File: config.mk
export PLATFORM = sky130hd
export DESIGN_NAME = inst_fetch
export DESIGN_NICKNAME = d
export VERILOG_FILES = /design/src/rtl/mips_defs.sv /design/src/rtl/fetch_fifo.sv /design/src/rtl/inst_fetch.sv
export SDC_FILE = /design/constraint.sdc
export NUM_CORES = 1
export LEC_CHECK = 0
export CORE_ASPECT_RATIO = 1.4
export CORE_MARGIN = 5
export CORE_UTILIZATION = 50
export CTS_BUF_LIST = sky130_fd_sc_hd__clkbuf_2 sky130_fd_sc_hd__clkbuf_4 sky130_fd_sc_hd__clkbuf_8
export DETAILED_ROUTE_END_ITERATION = 16
export MAX_ROUTING_LAYER = met4
export PLACE_DENSITY_LB_ADDON = 0.12
export SLEW_MARGIN = 20
export SYNTH_ARGS = -nofsm -noshare
export SYNTH_HDL_FRONTEND = slang
export SYNTH_SLANG_ARGS = --single-unit
File: constraint.sdc
create_clock -name clk -period 5.61 [get_ports clk]
set_input_delay 1.122 -clock clk [delete_from_list [all_inputs] [get_ports clk]]
set_output_delay 1.122 -clock clk [all_outputs]
set_load 0.01 [all_outputs]
File: src/rtl/mips_defs.sv
`default_nettype none
//============================================================================
// Package  : mips_defs
// Brief    : Shared MIPS32 core constants and the fetch buffer entry type.
// Revision : 1.0
//============================================================================
package mips_defs;

  localparam logic [31:0] RESET_PC_DEFAULT = 32'h0000_0000;
  localparam int          INST_W           = 32;
  localparam int          ROM_ADDR_W       = 14;
  localparam logic [31:0] NOP              = 32'h0000_0000;

  typedef struct packed {
    logic [31:0]       pc;
    logic [INST_W-1:0] inst;
  } fetch_entry_t;

  function automatic logic [31:0] align_pc(input logic [31:0] pc);
    return pc & 32'hFFFF_FFFC;
  endfunction

endpackage
`default_nettype wire

File: src/rtl/fetch_fifo.sv
`default_nettype none
//============================================================================
// Module   : fetch_fifo
// Brief    : 2-entry {pc, inst} buffer between the ROM response and decode.
// Revision : 1.0
//============================================================================
module fetch_fifo
  import mips_defs::*;
(
  input  logic         clk,
  input  logic         rst_n,
  input  logic         push,
  input  logic         pop,
  input  logic         flush,
  input  fetch_entry_t wr_entry,
  output fetch_entry_t rd_entry,
  output logic [1:0]   count
);

  fetch_entry_t r_mem [2];
  logic         r_rd_ptr;
  logic         r_wr_ptr;
  logic [1:0]   r_count;

  always_ff @(posedge clk or negedge rst_n) begin
    if (!rst_n) begin
      r_mem[0] <= '0;
      r_mem[1] <= '0;
      r_rd_ptr <= 1'b0;
      r_wr_ptr <= 1'b0;
      r_count  <= 2'd0;
    end else if (flush) begin
      r_rd_ptr <= 1'b0;
      r_wr_ptr <= 1'b0;
      r_count  <= 2'd0;
    end else begin
      if (push) begin
        r_mem[r_wr_ptr] <= wr_entry;
        r_wr_ptr        <= ~r_wr_ptr;
      end
      if (pop) begin
        r_rd_ptr <= ~r_rd_ptr;
      end
      r_count <= r_count + {1'b0, push} - {1'b0, pop};
    end
  end

  assign rd_entry = r_mem[r_rd_ptr];
  assign count    = r_count;

  // The issuer's credit check must make overflow and underflow unreachable.
  a_no_overflow : assert property (@(posedge clk) disable iff (!rst_n)
    !(push && !pop && !flush && r_count == 2'd2));
  a_no_underflow : assert property (@(posedge clk) disable iff (!rst_n)
    !(pop && !flush && r_count == 2'd0));

endmodule
`default_nettype wire

File: src/rtl/inst_fetch.sv
`default_nettype none
//============================================================================
// Module   : inst_fetch
// Brief    : PC owner and ROM initiator; buffers fetched words for decode.
// Revision : 1.0
//============================================================================
module inst_fetch
  import mips_defs::*;
#(
  parameter logic [31:0] RESET_PC = RESET_PC_DEFAULT,
  parameter int          ADDR_W   = ROM_ADDR_W
) (
  input  logic              clk,
  input  logic              rst_n,
  output logic              rom_en,
  output logic [ADDR_W-1:0] rom_addr,
  input  logic [INST_W-1:0] rom_data,
  input  logic              redirect_valid,
  input  logic [31:0]       redirect_pc,
  output logic              inst_valid,
  input  logic              inst_ready,
  output logic [INST_W-1:0] inst,
  output logic [31:0]       inst_pc
);

  logic [31:0]  r_pc;
  logic [31:0]  r_req_pc;
  logic         r_run;
  logic         r_req;
  logic         w_pop;
  logic         w_push;
  logic         w_issue;
  logic [1:0]   w_count;
  logic [2:0]   w_credit;
  fetch_entry_t w_wr_entry;
  fetch_entry_t w_head;

  assign w_pop      = inst_valid & inst_ready;
  assign inst_valid = (w_count != 2'd0) & ~redirect_valid;
  assign inst       = w_head.inst;
  assign inst_pc    = w_head.pc;

  // Slots already committed: buffered words plus the one in flight, less the
  // one leaving this cycle. A new request is only legal if it still fits.
  assign w_credit = {1'b0, w_count} + {2'b00, r_req} - {2'b00, w_pop};
  assign w_issue  = r_run & ~redirect_valid & (w_credit < 3'd2);
  assign rom_en   = w_issue;
  assign rom_addr = r_pc[ADDR_W+1:2];

  assign w_push          = r_req & ~redirect_valid;
  assign w_wr_entry.pc   = r_req_pc;
  assign w_wr_entry.inst = rom_data;

  always_ff @(posedge clk or negedge rst_n) begin
    if (!rst_n) begin
      r_run    <= 1'b0;
      r_pc     <= RESET_PC;
      r_req    <= 1'b0;
      r_req_pc <= RESET_PC;
    end else begin
      r_run <= 1'b1;
      if (redirect_valid) begin
        r_pc  <= align_pc(redirect_pc);
        r_req <= 1'b0;
      end else begin
        r_req <= w_issue;
        if (w_issue) begin
          r_req_pc <= r_pc;
          r_pc     <= r_pc + 32'd4;
        end
      end
    end
  end

  fetch_fifo u_fifo (
    .clk      (clk),
    .rst_n    (rst_n),
    .push     (w_push),
    .pop      (w_pop),
    .flush    (redirect_valid),
    .wr_entry (w_wr_entry),
    .rd_entry (w_head),
    .count    (w_count)
  );

endmodule
`default_nettype wire

==> run metrics, run 1 <==
Yosys cell types 46; core area 17,200 um^2; worst clock skew 7.83 ps; worst setup path class in -> out; fin util 61.7%; CTS Sinks 190; First-pass DRT Iterations 4; hold crit path type reg -> reg; Gates resized, CTS repair 0; Top-Level Pins 148; CTS Buffer Depth 2; clock slew at the register clock pins of the worst setup and hold paths 90 ps; Syn Area/Cell 12.1 um^2; setup_tns 0 ps; worst path arrival time 4000 ps; Slew headroom 32.0%; Die Span X 121 um; final hold violation count 0; Die Area 20,100 um^2; dominant cell type by area after synthesis dfrtp_1; Tmin final 5120 ps; die height 166 um; part of the Yosys area used for sequential elements 54.9%; Max Fclk 0.195 GHz; cell area after layout 10,600 um^2; Worst-Skew Late Latency 450 ps; setup bufs post-CTS 0; Setup violations, final 0; Row Count 57; total track usage 20.8%; vias in the first global route 6,509; Max VDD drop 0.188 mV; CTS H-tree depth 4; initial drt markers 365; share of layout cells above drive strength 1 27.5%; Post-Syn Instances 717; detailed-route wire length 19.6 mm; max_cap viols 0; Routed wire per std cell 18.1 um; top_reg_cell synth dfrtp_1; antenna-violating nets left 0; max-slew violations 0; GPL Wtd Cong 0.855; Worst EP required 4490 ps; Leak 0.00467 uW; total grt overflow 0; CTS root buffer clkbuf_8; via count 5,991; post-cts hold buffer count 0; CTS tree yes; Least-Margin Pin Slew 1020 ps; Post-synth EDFFs 0; asr flop ratio synth 100%; Synth Register Bits 190; drc violations 0; crit-path max FO 5; Via density 5.53; TritonCTS Buffers 17; cell area power density 459 nW/um^2; Final HPWL DP 13.0 mm; Initial Util 50.4%; status complete, no violations; share of the synthesized area in the top cell type 54.9%; critical path launch point type input port; warnings from Yosys 0; nets@finish 908; Layout Area Growth over Synthesis 22.5%; largest net degree at the start of global routing 111; Post-Syn Area 8660 um^2; initial antenna violation count 0; global-route wire length before repair 32.7 mm; n_diodes 0; CP Capture Type output pin; Final Cycle Share 91.3%; RSZ-0062 raised after global routing no; placed inst area 10,200 um^2; IO Port Bufs 143; Area contributors post-synth dfrtp_1 (55%), mux2_2 (24%), nand2_1 (5.5%)
==> synthesized netlist by cell type, types with 4 or more instances <==
cell / number
a21oi_1: 5
a221o_1: 7
buf_2: 5
buf_4: 16
clkbuf_1: 28
dfrtp_1: 190
ha_1: 4
inv_1: 8
mux2_2: 185
nand2_1: 126
nand3_1: 19
nand4_1: 11
nor2_1: 17
nor3_1: 6
nor4_1: 5
o211ai_1: 7
o21ai_0: 17
o311ai_0: 13
or3_1: 4
xnor2_1: 4
==> sequential cells by signal (all words and copies together), names as in the netlist <==
| register | flops |
|---|---|
| r_req | 1 |
| u_fifo.r_rd_ptr | 1 |
| u_fifo.r_wr_ptr | 1 |
| u_fifo.r_mem | 124 |
| r_run | 1 |
| u_fifo.count | 2 |
| r_req_pc | 30 |
| r_pc | 30 |
==> layer usage <==
metal  vias to the layer above  global-route usage (%)  part of all wire, %
li1                       2760                       -                    -
met1                      3028                    26.6                   43
met2                       171                    33.3                   50
met3                        32                    3.75                  4.6
met4                         0                    7.65                  2.3
met5                         -                       -                    0
==> power by group <==
| group | internal (uW) | switching [uW] | total, uW |
|---|---|---|---|
| combinational | 1080 | 668 | 1750 |
| clock | 397 | 477 | 874 |
| sequential | 1900 | 344 | 2250 |
| total | 3380 | 1490 | 4870 |
==> path summary, 6_finish.rpt <==
kind                                               from                           end  slack (ps)  depth (start not counted)
setup reg to reg              u_fifo.count[1]$_DFF_PN0_          r_pc[14]$_DFFE_PN0P_        1860                         13
max in group asynchronous                         rst_n  u_fifo.r_mem[43]$_DFFE_PN0P_        3860                          2
setup / recovery                         redirect_valid                        rom_en         490                         11
min in group asynchronous                         rst_n  u_fifo.r_mem[26]$_DFFE_PN0P_         700                          1
hold / removal             u_fifo.r_mem[59]$_DFFE_PN0P_  u_fifo.r_mem[59]$_DFFE_PN0P_         490                          2
hold reg to reg            u_fifo.r_mem[59]$_DFFE_PN0P_  u_fifo.r_mem[59]$_DFFE_PN0P_         490                          2
==> stage by stage <==
stage	instances	worst slack [ps]	hold WS [ps]	power (uW)
after floorplan	718	831	444	3210
after global placement	1052	529	455	3960
after detailed placement	1052	479	464	4060
after CTS	1084	473	491	4940
after global routing	1084	325	509	5190
final	1084	485	487	4870
==> kinds of logic (layout without fill, tap and decap cells) <==
| family | Yosys count | count (layout) | share of synthesized area, % |
|---|---|---|---|
| compound gates | 59 | 59 | 4.94 |
| simple gates | 207 | 207 | 10.9 |
| xor+xnor | 7 | 7 | 0.708 |
| other cells | 2 | 3 | 0.0867 |
| mux | 187 | 187 | 24.3 |
| flops | 190 | 190 | 54.9 |
| buf+inv | 60 | 190 | 3.37 |
| fa+ha+maj | 5 | 5 | 0.809 |
==> cells in the final DEF, fill, tap and decap left out, types with 7 or more instances in the layout <==
cell type	n
mux2_2	185
o211ai_1	7
nand2_1	126
nand4_1	11
o21ai_0	17
nand3_1	18
dfrtp_1	189
o311ai_0	13
a221o_1	7
nor2_1	16
clkbuf_8	20
clkdlybuf4s50_1	142
inv_1	8
==> critical path, stage by stage <==
cell and delay, ps:
clkdlybuf4s50_1 430, nor2_1 180, nand2_1 120, inv_1 90
ha_1 220, nand2b_1 160, fa_1 380, xor2_1 190
or3_2 490, clkinv_1 90, clkdlybuf4s50_1 530
==> cell type report <==
class	count	area, um^2
fillers	1412	6580
inverters	9	33.8
well taps	236	295
repair buffers	149	1490
multi-input cells	468	3640
clock inverters	11	108
flip-flops and latches	190	4760
clock buffers	21	283
(Power assumes the default switching activity.)
==> run 2: changes to the inputs <==
--- a/config.mk
+++ b/config.mk
@@ -6,10 +6,11 @@
 export NUM_CORES = 1
 export LEC_CHECK = 0
 export CORE_ASPECT_RATIO = 1.4
-export CORE_MARGIN = 5
+export CORE_MARGIN = 1.5
 export CORE_UTILIZATION = 50
 export CTS_BUF_LIST = sky130_fd_sc_hd__clkbuf_2 sky130_fd_sc_hd__clkbuf_4 sky130_fd_sc_hd__clkbuf_8
 export DETAILED_ROUTE_END_ITERATION = 16
+export GPL_ROUTABILITY_DRIVEN = 0
 export MAX_ROUTING_LAYER = met4
 export PLACE_DENSITY_LB_ADDON = 0.12
 export SLEW_MARGIN = 20
==> run metrics, run 2 (synthesis results as in run 1) <==
post-cts hold buffer count 0 (unchanged); TritonCTS Buffers 17 (unchanged); Max Fclk 0.196 GHz (+0.44%); Final Cycle Share 90.9% (-0.40 points); crit-path max cell delay 530 ps (about the same); via count 5,937 (-0.90%); met1 wire length 7.97 mm (-5.9%); hold crit path type reg -> reg; Leak 0.00470 uW (+0.64%); share of layout cells above drive strength 1 27.5% (unchanged); CTS Buffer Depth 2 (unchanged); CTS root buffer clkbuf_8; DR top layer met4; largest registers u_fifo.r_mem x124, r_pc x30, r_req_pc x30; die height 159 um (-4.2%); Tmin final 5100 ps (-22.6 ps); Top Family by Delay on Critical Path buffers and inverters; Die Area 18,100 um^2 (-9.8%); cell area after layout 10,700 um^2 (+0.50%); n_diodes 0 (unchanged); Setup violations, final 0 (unchanged); critical path launch point type input port; vias in the first global route 6,129 (-5.8%); Hold Slack 490 ps (+2.50 ps); Worst R2R Start u_fifo.count[1]$_DFF_PN0_; Gates resized, CTS repair 0 (unchanged); max_cap viols 0 (unchanged); Hold Path Origin u_fifo.r_mem[59]$_DFFE_PN0P_; placed inst area 10,200 um^2 (about the same); IO Port Bufs 143 (unchanged); initial antenna violation count 0 (unchanged); largest net degree at the start of global routing 109 (-1.8%); drc violations 0 (unchanged); Hold Path Cell Cnt 2 (unchanged); most used cell, CP clkdlybuf4s50_1; Worst path slowest cell clkdlybuf4s50_1; total grt overflow 0 (unchanged); Critical Path, Cell by Cell clkdlybuf4s50_1 > nor2_1 > nand2_1 > inv_1 > ha_1 > nand2b_1 > fa_1 > xor2_1 > or3_2 > clkinv_1 > clkdlybuf4s50_1; CTS H-tree depth 4 (unchanged); initial drt markers 389 (+6.6%); Top-Level Pins 148 (unchanged); Max VDD drop 0.181 mV (-3.7%); Biggest register u_fifo.r_mem; total track usage 22.4% (+1.6 points); met3 wire len 1.03 mm (+15%); setup_tns 0 ps (unchanged); worst clock skew 11.0 ps (+3.15 ps); max FFs per register 124 (unchanged); First-pass DRT Iterations 5 (+1); status complete, no violations; Via density 5.50 (-0.53%); Layout Area Growth over Synthesis 23.1%; global-route wire length before repair 31.1 mm (-4.9%); cell area power density 468 nW/um^2 (+1.9%); crit-path max FO 5 (unchanged); Worst-Skew Late Latency 470 ps (+20 ps); worst path arrival time 3980 ps (-20 ps); Least-Margin Pin Slew 1020 ps (-2.22 ps); Routed wire per std cell 17.5 um (-3.3%); CP Capture Type output pin; Reg2Reg Setup Slack 1900 ps (+40 ps); clock slew at the register clock pins of the worst setup and hold paths 90 ps (about the same); max-slew violations 0 (unchanged); CP startpoint redirect_valid; reg2reg end r_pc[14]$_DFFE_PN0P_; Initial Util 51.3% (+0.90 points); Row Count 56 (-1.8%); Critical path buffers and inverters 4 (unchanged); Slew headroom 32.2% (+0.15 points); WL met2 9.50 mm (-2.9%); antenna-violating nets left 0 (unchanged); nets@finish 908 (unchanged); final hold violation count 0 (unchanged); Final HPWL DP 12.4 mm (-4.5%); worst reg2reg path depth 13 (unchanged); detailed-route wire length 18.9 mm (-3.6%); CTS tree yes; fillcell total 1,376 (-2.5%); commonest non-fill, non-tap cell in the layout dfrtp_1; CTS Sinks 190 (unchanged); commonest cells after routing, fill and taps aside dfrtp_1 (189), mux2_2 (185), clkdlybuf4s50_1 (142), nand2_1 (126), clkbuf_8 (19); Die Span X 114 um (-5.8%); Worst Hold Endpoint u_fifo.r_mem[59]$_DFFE_PN0P_; setup bufs post-CTS 0 (unchanged); core area 16,900 um^2 (-1.8%); Worst EP required 4490 ps (about the same); RSZ-0062 raised after global routing no; worst setup path class in -> out
## run 2: changes by cell type in the layout (fill, tap and decap cells not counted), sizes merged
cell	delta
clkinv	+1
clkinvlp	-1
bufinv	+3
clkbuf	-2
inv	-1
## run 2: per-stage QoR
| step | utilization (%) | setup slack (ps) | instances | power (uW) |
|---|---|---|---|---|
| 2_1_floorplan | - | 831 | 718 | 3210 |
| 3_3_place_gp | 60.5 | 529 | 1048 | 3950 |
| 3_5_place_dp | 60.5 | 499 | 1048 | 4040 |
| 4_1_cts | 63.1 | 496 | 1080 | 5040 |
| 5_1_grt | 63.1 | 372 | 1080 | 5290 |
| 6_report | 63.1 | 508 | 1080 | 4990 |
## run 2: area by class of cell
cell class,count,area (um^2),area share [%]
flip-flops and latches,190,4760,44.6
inverters,9,33.8,0.317
repair buffers,149,1490,14.0
multi-input cells,468,3640,34.2
clock buffers,19,262,2.45
clock inverters,13,186,1.75
well taps,232,290,2.72
## run 2: per-layer routing
layer  global-route usage, %  vias to the layer above
met5                       -                        -
met4                    8.86                        0
met3                    3.44                       27
met2                    36.4                      214
met1                    28.1                     2947
li1                        -                     2749
## run 2: report_power, final
part	internal, uW	switching (uW)	total (uW)
sequential	1900	337	2240
clock	512	484	996
combinational	1080	669	1750
## run 2: worst min-delay path: stages (launching register included)
cell     delay, ps
dfrtp_1        350
nand2_1         50
o21ai_0         60
## run 2: worst max-delay path by stage
stage,endpoint,cells after the start
final,rom_en,11
after global placement,rom_en,11
after detailed placement,rom_en,11
after floorplan,rom_en,13
after CTS,rom_en,11
after global routing,rom_en,11
